File: config.mk
export PLATFORM = sky130hd
export DESIGN_NAME = pixel_seq_ctrl
export DESIGN_NICKNAME = d
export VERILOG_FILES = /design/src/rtl/pixel_pkg.sv /design/src/rtl/pixel_seq_ctrl_ramp_gen.sv /design/src/rtl/pixel_seq_ctrl.sv
export SDC_FILE = /design/constraint.sdc
export NUM_CORES = 1
export LEC_CHECK = 0
export CAP_MARGIN = 10
export CORE_MARGIN = 5
export CORE_UTILIZATION = 30
export DETAILED_ROUTE_END_ITERATION = 8
export HOLD_SLACK_MARGIN = 0.08
export PLACE_DENSITY_LB_ADDON = 0.25
export SLEW_MARGIN = 30
export SYNTH_ARGS = -nofsm -noshare
export SYNTH_HDL_FRONTEND = slang
export SYNTH_SLANG_ARGS = --single-unit
File: constraint.sdc
create_clock -name clk -period 4.35 [get_ports clk]
set_input_delay 0.87 -clock clk [delete_from_list [all_inputs] [get_ports clk]]
set_output_delay 0.87 -clock clk [all_outputs]
set_load 0.05 [all_outputs]
File: src/rtl/pixel_pkg.sv
`default_nettype none
// ============================================================================
//  Module      : pixel_pkg
//  Description : Shared types and constants for the pixel sequencer: the
//                sequencer state encoding, pixel code width, ramp length and
//                a helper that sizes counters to their maximum count.
//  Revision    : 1.0 - initial release
// ============================================================================
package pixel_pkg;

  localparam int PIX_W    = 8;
  localparam int RAMP_LEN = 256;
  localparam int RAMP_W   = $clog2(RAMP_LEN);

  typedef enum logic [2:0] {
    ST_IDLE    = 3'd0,
    ST_ERASE   = 3'd1,
    ST_EXPOSE  = 3'd2,
    ST_CONVERT = 3'd3,
    ST_ROWSEL  = 3'd4,
    ST_CAPTURE = 3'd5,
    ST_SEND    = 3'd6
  } state_e;

  // Bits needed to hold every value 0..max_val (at least one bit).
  function automatic int unsigned cnt_width(input int unsigned max_val);
    cnt_width = (max_val < 2) ? 1 : $clog2(max_val + 1);
  endfunction

endpackage
`default_nettype wire

File: src/rtl/pixel_seq_ctrl_ramp_gen.sv
`default_nettype none
// ============================================================================
//  Module      : ramp_gen
//  Description : Ramp DAC code counter. Steps once per enabled cycle from 0
//                and saturates at RAMP_LEN-1, where done is raised.
//  Ports       : clk, reset    - clock / synchronous active-high reset
//                enable_i      - advance the code by one this cycle
//                clear_i       - return the code to 0 (wins over enable_i)
//                code_o        - current ramp code
//                done_o        - code has reached its final value
//  Revision    : 1.0 - initial release
// ============================================================================
module ramp_gen
  import pixel_pkg::*;
(
  input  logic              clk,
  input  logic              reset,
  input  logic              enable_i,
  input  logic              clear_i,
  output logic [RAMP_W-1:0] code_o,
  output logic              done_o
);

  logic [RAMP_W-1:0] code_q;
  logic [RAMP_W-1:0] code_d;

  assign done_o = (code_q == RAMP_W'(RAMP_LEN - 1));
  assign code_o = code_q;

  // Holding at the final code keeps the ramp from wrapping if enable lingers.
  always_comb begin
    code_d = code_q;
    if (clear_i) begin
      code_d = '0;
    end else if (enable_i && !done_o) begin
      code_d = code_q + 1'b1;
    end
  end

  always_ff @(posedge clk) begin
    if (reset) begin
      code_q <= '0;
    end else begin
      code_q <= code_d;
    end
  end

endmodule
`default_nettype wire

File: src/rtl/pixel_seq_ctrl.sv
`default_nettype none
// ============================================================================
//  Module      : pixel_seq_ctrl
//  Description : Frame sequencer for a ROWS x COLS pixel array. A trigger in
//                IDLE runs erase, expose and ramp-convert phases, then reads
//                the array row by row and streams each row over AXI-Stream.
//  Ports       : clk, reset          - clock / synchronous active-high reset
//                trigger, cfg_expose - frame request and exposure length
//                erase, expose       - pixel phase strobes
//                convert, ramp_code  - ramp conversion enable and DAC code
//                read_sel, row_data  - one-hot row select and its pixel codes
//                m_t*                - AXI-Stream master, one pixel per beat
//                busy, frame_done    - frame in progress / end-of-frame pulse
//  Revision    : 1.0 - initial release
// ============================================================================
module pixel_seq_ctrl
  import pixel_pkg::*;
#(
  parameter int ROWS      = 2,
  parameter int COLS      = 2,
  parameter int ERASE_CYC = 4
) (
  input  logic                  clk,
  input  logic                  reset,
  input  logic                  trigger,
  input  logic [15:0]           cfg_expose,
  output logic                  erase,
  output logic                  expose,
  output logic                  convert,
  output logic [PIX_W-1:0]      ramp_code,
  output logic [ROWS-1:0]       read_sel,
  input  logic [COLS*PIX_W-1:0] row_data,
  output logic                  m_tvalid,
  input  logic                  m_tready,
  output logic [PIX_W-1:0]      m_tdata,
  output logic                  m_tlast,
  output logic                  busy,
  output logic                  frame_done
);

  localparam int ERASE_W = cnt_width(ERASE_CYC - 1);
  // One phase counter serves erase and expose; expose needs up to 65534.
  localparam int PH_W    = (ERASE_W > 16) ? ERASE_W : 16;
  localparam int ROW_W   = cnt_width(ROWS - 1);
  localparam int COL_W   = cnt_width(COLS - 1);

  localparam logic [PH_W-1:0]  ERASE_LAST = PH_W'(ERASE_CYC - 1);
  localparam logic [ROW_W-1:0] ROW_LAST   = ROW_W'(ROWS - 1);
  localparam logic [COL_W-1:0] COL_LAST   = COL_W'(COLS - 1);

  state_e                 state_q, state_d;
  logic [PH_W-1:0]        ph_q, ph_d;
  logic [15:0]            exp_q, exp_d;
  logic [ROW_W-1:0]       row_q, row_d;
  logic [COL_W-1:0]       col_q, col_d;
  logic [COLS*PIX_W-1:0]  buf_q, buf_d;
  logic                   done_q, done_d;

  logic                   w_ramp_en;
  logic                   w_ramp_clr;
  logic [RAMP_W-1:0]      w_ramp_code;
  logic                   w_ramp_done;
  logic [PIX_W-1:0]       w_pix;
  logic [ROWS-1:0]        w_row_onehot;

  // The ramp sits at 0 in every other state so each CONVERT starts fresh.
  assign w_ramp_clr   = (state_q != ST_CONVERT);
  assign w_row_onehot = ROWS'(1) << row_q;
  assign busy         = (state_q != ST_IDLE);
  assign frame_done   = done_q;

  ramp_gen u_ramp_gen (
    .clk      (clk),
    .reset    (reset),
    .enable_i (w_ramp_en),
    .clear_i  (w_ramp_clr),
    .code_o   (w_ramp_code),
    .done_o   (w_ramp_done)
  );

  // Column mux from the captured row buffer.
  always_comb begin
    w_pix = '0;
    for (int c = 0; c < COLS; c++) begin
      if (col_q == COL_W'(c)) begin
        w_pix = buf_q[c*PIX_W +: PIX_W];
      end
    end
  end

  always_comb begin
    state_d   = state_q;
    ph_d      = ph_q;
    exp_d     = exp_q;
    row_d     = row_q;
    col_d     = col_q;
    buf_d     = buf_q;
    done_d    = 1'b0;
    erase     = 1'b0;
    expose    = 1'b0;
    convert   = 1'b0;
    ramp_code = '0;
    read_sel  = '0;
    m_tvalid  = 1'b0;
    m_tdata   = '0;
    m_tlast   = 1'b0;
    w_ramp_en = 1'b0;

    case (state_q)
      ST_IDLE: begin
        ph_d  = '0;
        row_d = '0;
        col_d = '0;
        if (trigger) begin
          // A zero exposure still gets one expose cycle.
          exp_d   = (cfg_expose == 16'd0) ? 16'd1 : cfg_expose;
          state_d = ST_ERASE;
        end
      end

      ST_ERASE: begin
        erase = 1'b1;
        if (ph_q == ERASE_LAST) begin
          ph_d    = '0;
          state_d = ST_EXPOSE;
        end else begin
          ph_d = ph_q + 1'b1;
        end
      end

      ST_EXPOSE: begin
        expose = 1'b1;
        if (ph_q == PH_W'(exp_q - 16'd1)) begin
          ph_d    = '0;
          state_d = ST_CONVERT;
        end else begin
          ph_d = ph_q + 1'b1;
        end
      end

      ST_CONVERT: begin
        convert   = 1'b1;
        ramp_code = w_ramp_code;
        w_ramp_en = 1'b1;
        if (w_ramp_done) begin
          state_d = ST_ROWSEL;
        end
      end

      ST_ROWSEL: begin
        read_sel = w_row_onehot;
        state_d  = ST_CAPTURE;
      end

      ST_CAPTURE: begin
        read_sel = w_row_onehot;
        buf_d    = row_data;
        col_d    = '0;
        state_d  = ST_SEND;
      end

      ST_SEND: begin
        m_tvalid = 1'b1;
        m_tdata  = w_pix;
        m_tlast  = (row_q == ROW_LAST) && (col_q == COL_LAST);
        if (m_tready) begin
          if (col_q == COL_LAST) begin
            col_d = '0;
            if (row_q == ROW_LAST) begin
              done_d  = 1'b1;
              state_d = ST_IDLE;
            end else begin
              row_d   = row_q + 1'b1;
              state_d = ST_ROWSEL;
            end
          end else begin
            col_d = col_q + 1'b1;
          end
        end
      end

      default: begin
        state_d = ST_IDLE;
      end
    endcase
  end

  always_ff @(posedge clk) begin
    if (reset) begin
      state_q <= ST_IDLE;
      ph_q    <= '0;
      exp_q   <= '0;
      row_q   <= '0;
      col_q   <= '0;
      buf_q   <= '0;
      done_q  <= 1'b0;
    end else begin
      state_q <= state_d;
      ph_q    <= ph_d;
      exp_q   <= exp_d;
      row_q   <= row_d;
      col_q   <= col_d;
      buf_q   <= buf_d;
      done_q  <= done_d;
    end
  end

endmodule
`default_nettype wire

==> results of run 1 <==
-- cell usage in the layout (no fill, tap or decap), drive strengths merged, types with 3 or more instances in the layout --
| cell | count |
|---|---|
| nor4 | 9 |
| or3 | 4 |
| inv | 12 |
| or4 | 3 |
| and2 | 9 |
| clkdlybuf4s50 | 60 |
| nand3 | 28 |
| bufinv | 3 |
| a211oi | 4 |
| ha | 3 |
| xor2 | 15 |
| and3 | 8 |
| mux2i | 10 |
| nand2b | 3 |
| a21oi | 41 |
| xnor2 | 14 |
| o311ai | 6 |
| o211ai | 3 |
| nor2 | 32 |
| a22oi | 3 |
| dfxtp | 62 |
| a31oi | 3 |
| nand2 | 97 |
| o21ai | 17 |
| nor2b | 4 |
| o22ai | 3 |
| nor3 | 11 |
| clkbuf | 11 |
| nand4 | 5 |
-- power breakdown --
| part | total, W | internal [W] | switching (W) | leakage, nW |
|---|---|---|---|---|
| logic | 0.000668 | 0.000264 | 0.000403 | 0.889 |
| registers | 0.000683 | 0.000607 | 0.0000759 | 0.502 |
| clock network | 0.000833 | 0.000576 | 0.000257 | 0.166 |
-- final cells by class --
| class | instances | area (sq um) |
|---|---|---|
| Clock buffer | 11 | 243 |
| Clock inverter | 5 | 106 |
| Fill cell | 1181 | 6920 |
| Inverter | 12 | 45.0 |
| Multi-Input combinational cell | 359 | 2120 |
| Sequential cell | 62 | 1240 |
| Tap cell | 143 | 179 |
| Timing Repair Buffer | 62 | 616 |
-- how the worst max path moves through the flow --
| stage | from | endpoint | depth (start not counted) |
|---|---|---|---|
| after detailed placement | state_q[2] | m_tlast | 5 |
| after global routing | state_q[2] | m_tlast | 5 |
| after floorplan | state_q[1] | ramp_code[0] | 4 |
| after global placement | state_q[2] | m_tlast | 5 |
| after CTS | state_q[2] | m_tlast | 5 |
| final | state_q[2] | m_tlast | 5 |
-- cell families after synthesis --
group / synth area share, %
XOR/XNOR: 7.20
AO/OA/AOI/OAI: 17.7
AND/OR/NAND/NOR: 31.1
multiplexers: 2.84
flip-flops: 35.2
buffers and inverters: 4.90
adder cells (fa/ha/maj): 1.06
-- critical path, cell delays in order, from the launching register on --
cell and delay [ns]:
dfxtp_1 0.55, nor2b_1 0.27, nand2_1 0.27, inv_1 0.19
and3_1 0.18, clkdlybuf4s50_1 0.81
-- sequential cells by signal (all words and copies together), names as in the netlist --
| register | flops |
|---|---|
| buf_q | 16 |
| col_q | 1 |
| exp_q | 16 |
| frame_done | 1 |
| ph_q | 16 |
| row_q | 1 |
| state_q | 3 |
| u_ramp_gen.code_o | 8 |
-- layer usage --
layer	global-route usage [%]	share of wire, %	wire length [microns]
met2	21.3	46	4380
met1	17.3	48	4530
met4	4.39	0.91	86
met5	0	0	0
met3	4.15	4.9	467
-- per-stage QoR --
| step | utilization (%) | setup WS, ns | total power [W] |
|---|---|---|---|
| after floorplan | - | 1.39 | 0.00118 |
| after global placement | 36.6 | 1.30 | 0.00134 |
| after detailed placement | 36.6 | 1.24 | 0.00136 |
| after CTS | 39.6 | 0.856 | 0.00221 |
| after global routing | 39.6 | 0.720 | 0.00230 |
| final | 39.6 | 0.879 | 0.00218 |
==> results.sh, run 1 <==
export IMPL_status="completed"
export IMPL_numCtsBuffers=9
export IMPL_ant_nets=0
export IMPL_synth_seq_cells=62
export IMPL_r2r_slack_ns=1.31
export IMPL_p_per_area_mw_per_mm2=480
export IMPL_io_buffers=60
export IMPL_post_synth_most_frequent_cells="nand2_1 (97), dfxtp_1 (62), a21oi_1 (41)"
export IMPL_min_path_type="register to register"
export IMPL_place_inst=638
export IMPL_avgSynthCellArea_sq_um=7.65
export IMPL_cp_required_ns=3.48
export IMPL_hold_path_depth=2
export IMPL_place_area_sq_mm=0.00419
export IMPL_grt_pass1_vias=3235
export IMPL_ys_top_cells_by_area="dfxtp_1 (35%), nand2_1 (10%), a21oi_1 (5.8%)"
export IMPL_rr_endpoint="state_q[1]"
export IMPL_area_delta_synth_final_pct=28.9
export IMPL_cts_resized=0
export IMPL_critPathCaptureType="output pin"
export IMPL_synth_edf_count=0
export IMPL_cts_root_buf="clkbuf_16"
export IMPL_synth_top_cell_area_share_pct=35.2
export IMPL_cp_start_kind="register"
export IMPL_worstSetupPathType="register to output pin"
export IMPL_postSynthCellCount=461
export IMPL_syn_nets=500
export IMPL_power_leakage_nw=1.56
export IMPL_core_area_sq_mm=0.0115
export IMPL_max_slew_margin_pct=48.7
export IMPL_routabilityCongestion=0.847
export IMPL_syn_cell_area_sq_mm=0.00353
export IMPL_maxSlewViolCount=0
export IMPL_diodes=0
export IMPL_final_setup_tns_ns=0
export IMPL_post_dp_hpwl_mm=6.85
export IMPL_grt_first_pass_wirelength_mm=15.7
export IMPL_drc=0
export IMPL_grt_setup_unrepaired="false"
export IMPL_r2r_start="exp_q[0]"
export IMPL_finalInstanceArea_sq_mm=0.00455
export IMPL_seq_area_frac_synth_pct=35.2
export IMPL_hp_start="buf_q[7]"
export IMPL_vias=3314
export IMPL_fmax_ghz=0.288
export IMPL_cts_max_level=3
export IMPL_yosysUniqueCellTypes=57
export IMPL_start_util_pct=30.8
export IMPL_grtUsageTotal_pct=13.4
export IMPL_overflow=0
export IMPL_synth_warnings=0
export IMPL_reg2reg_depth=10
export IMPL_worst_hold_slack_ns=0.454
export IMPL_holdPathEnd="buf_q[7]"
export IMPL_viasPerCell=5.07
export IMPL_grt_max_degree=40
export IMPL_drt_initial_drc_count=112
export IMPL_ios=61
export IMPL_ys_async_sr_fraction_pct=0
export IMPL_dr_pass1_iters=4
export IMPL_finalHoldViolCount=0
export IMPL_cts_buffer_depth=2
export IMPL_cts_hold_buf=0
export IMPL_synth_area_leader_cell="dfxtp_1"
export IMPL_dieWidth_microns=118
export IMPL_clk_pin_slew_ns=0.05
export IMPL_drv_cap=0
export IMPL_wire_per_inst_microns=14.5
export IMPL_synthMostInstantiatedCell="nand2_1"
export IMPL_grt_antenna_before_repair=0
export IMPL_placementRows=39
export IMPL_min_period_over_period_pct=79.8
export IMPL_die_h_microns=118
export IMPL_tightest_slew_ns=0.769
export IMPL_instances_no_fill=654
export IMPL_cp_max_fo=14
export IMPL_cp_arrival_ns=2.60
export IMPL_die_area_sq_mm=0.0140
export IMPL_report_final_setup_viol=0
export IMPL_insertion_delay_ns=0.33
export IMPL_cts_tree="yes"
export IMPL_synth_main_ff_cell="dfxtp_1"
export IMPL_period_needed_ns=3.47
export IMPL_numClockSinks=62
export IMPL_finalClockSkew_ns=0.00918
export IMPL_drive_gt1_share_pct=6.65
export IMPL_ir_drop_mv=0.211
export IMPL_post_cts_buffers=0
export IMPL_nets=545
export IMPL_routed_wl_mm=9.47
No activity file was read; power rests on OpenSTA's default activity.
==> run 2: changes to the inputs <==
==> constraint.sdc (replaced) <==
create_clock -name clk -period 3.6 [get_ports clk]
set_input_delay 0.72 -clock clk [delete_from_list [all_inputs] [get_ports clk]]
set_output_delay 0.72 -clock clk [all_outputs]
set_load 0.05 [all_outputs]
==> results.sh, run 2 (synthesis gave the netlist of run 1 again) <==
export IMPL_place_area_sq_mm=0.00421
export IMPL_instances_no_fill=656
export IMPL_final_cell_mix="nand2_1 (97), dfxtp_1 (62), clkdlybuf4s50_1 (60), a21oi_1 (41), nor2_1 (32)"
export IMPL_power_leakage_nw=1.55
export IMPL_grt_antenna_before_repair=0
export IMPL_largestRegisters="buf_q (16), exp_q (16), ph_q (16)"
export IMPL_nFillCells=1165
export IMPL_cp_start_kind="register"
export IMPL_grtUsageTotal_pct=13.9
export IMPL_dieWidth_microns=118
export IMPL_period_needed_ns=3.23
export IMPL_worstSetupPathType="register to output pin"
export IMPL_overflow=0
export IMPL_min_period_over_period_pct=89.7
export IMPL_grt_first_pass_wirelength_mm=16.4
export IMPL_post_cts_buffers=0
export IMPL_grt_max_degree=36
export IMPL_viasPerCell=5.09
export IMPL_die_h_microns=118
export IMPL_finalInstanceArea_sq_mm=0.00452
export IMPL_cp_buffers_inverters=1
export IMPL_cp_max_fo=14
export IMPL_start_util_pct=30.8
export IMPL_drv_cap=0
export IMPL_status="completed"
export IMPL_dr_pass1_iters=4
export IMPL_tightest_slew_ns=0.744
export IMPL_max_slew_margin_pct=50.3
export IMPL_p_per_area_mw_per_mm2=554
export IMPL_cp_arrival_ns=2.51
export IMPL_drive_gt1_share_pct=7.02
export IMPL_critPathCaptureType="output pin"
export IMPL_insertion_delay_ns=0.33
export IMPL_cts_buffer_depth=2
export IMPL_min_path_type="register to register"
export IMPL_final_setup_tns_ns=0
export IMPL_final_common_cell="nand2_1"
export IMPL_fmax_ghz=0.310
export IMPL_crit_chain="nand2_1 > nor2_1 > and2_1 > clkdlybuf4s50_1"
export IMPL_routed_wl_mm=9.42
export IMPL_cts_root_buf="clkbuf_16"
export IMPL_core_area_sq_mm=0.0115
export IMPL_wire_per_inst_microns=14.4
export IMPL_finalHoldViolCount=0
export IMPL_numClockSinks=62
export IMPL_die_area_sq_mm=0.0140
export IMPL_cp_required_ns=2.88
export IMPL_maxSlewViolCount=0
export IMPL_placementRows=39
export IMPL_clk_pin_slew_ns=0.06
export IMPL_grt_setup_unrepaired="false"
export IMPL_io_buffers=60
export IMPL_vias=3339
export IMPL_cts_hold_buf=0
export IMPL_post_dp_hpwl_mm=6.94
export IMPL_ant_nets=0
export IMPL_slowest_delay_ns=0.80
export IMPL_numCtsBuffers=9
export IMPL_area_delta_synth_final_pct=28.0
export IMPL_drt_initial_drc_count=96
export IMPL_cts_resized=0
export IMPL_critPathTopFamily="simple AND/OR/NAND/NOR gates"
export IMPL_nets=547
export IMPL_cts_max_level=3
export IMPL_report_final_setup_viol=0
export IMPL_place_inst=640
export IMPL_crit_slowest_cell="clkdlybuf4s50_1"
export IMPL_ir_drop_mv=0.244
export IMPL_ios=61
export IMPL_routabilityCongestion=0.840
export IMPL_cts_tree="yes"
export IMPL_drc=0
export IMPL_grt_pass1_vias=3381
export IMPL_finalClockSkew_ns=0.00732
export IMPL_diodes=0
-- run 2: changes by cell type in the layout (fill, tap and decap cells not counted), moves of 2 or more --
cell	change
clkinv_4	+2
bufinv_16	-2
buf_4	+2
inv_6	+2
-- run 2: worst reg2reg max path: stages (launching register included) --
cell and delay (ns):
dfxtp_1 0.35, inv_1 0.07, ha_1 0.42, nand2b_1 0.13, nor2_1 0.25, nand3_1 0.13
or4b_2 0.23, nand3_1 0.22, a211oi_2 0.70, nand3_1 0.19, o311ai_2 0.11
-- run 2: worst paths after layout --
kind | startpoint | to | slack (ns) | cells past startpoint
setup / recovery | state_q[0] | ramp_code[1] | 0.37 | 4
hold / removal | buf_q[7] | buf_q[7] | 0.46 | 2
setup reg to reg | exp_q[0] | ph_q[12] | 0.72 | 10
hold reg to reg | buf_q[7] | buf_q[7] | 0.46 | 2
-- run 2: report_power, final --
group	switching (W)	internal [W]
Clock	0.000335	0.000544
Sequential	0.0000899	0.000733
Combinational	0.000480	0.000320
Total	0.000906	0.00160
-- run 2: cell type report --
type | instances | area [sq um] | area share (%)
flip-flops and latches | 62 | 1240 | 27.5
clock inverters | 7 | 81.3 | 1.80
inverters | 12 | 45.0 | 0.998
repair buffers | 64 | 631 | 14.0
clock buffers | 9 | 225 | 4.99
well taps | 143 | 179 | 3.96
multi-input cells | 359 | 2110 | 46.8
-- run 2: metrics by stage --
step | setup slack (ns) | hold WS (ns) | utilization, % | power (W)
3_5_place_dp | 0.687 | 0.446 | 36.7 | 0.00164
3_3_place_gp | 0.751 | 0.442 | 36.7 | 0.00162
6_report | 0.369 | 0.457 | 39.4 | 0.00250
5_1_grt | 0.151 | 0.472 | 39.4 | 0.00265
2_1_floorplan | 0.673 | 0.436 | - | 0.00143
4_1_cts | 0.313 | 0.455 | 39.4 | 0.00253
-- run 2: routing by layer --
metal / global-route usage [%] / routed length, microns / up-vias
met5: 0 / 0 / -
met4: 4.11 / 95 / 0
met3: 3.72 / 419 / 8
met2: 22.9 / 4470 / 71
met1: 18.0 / 4440 / 1545
li1: - / - / 1715
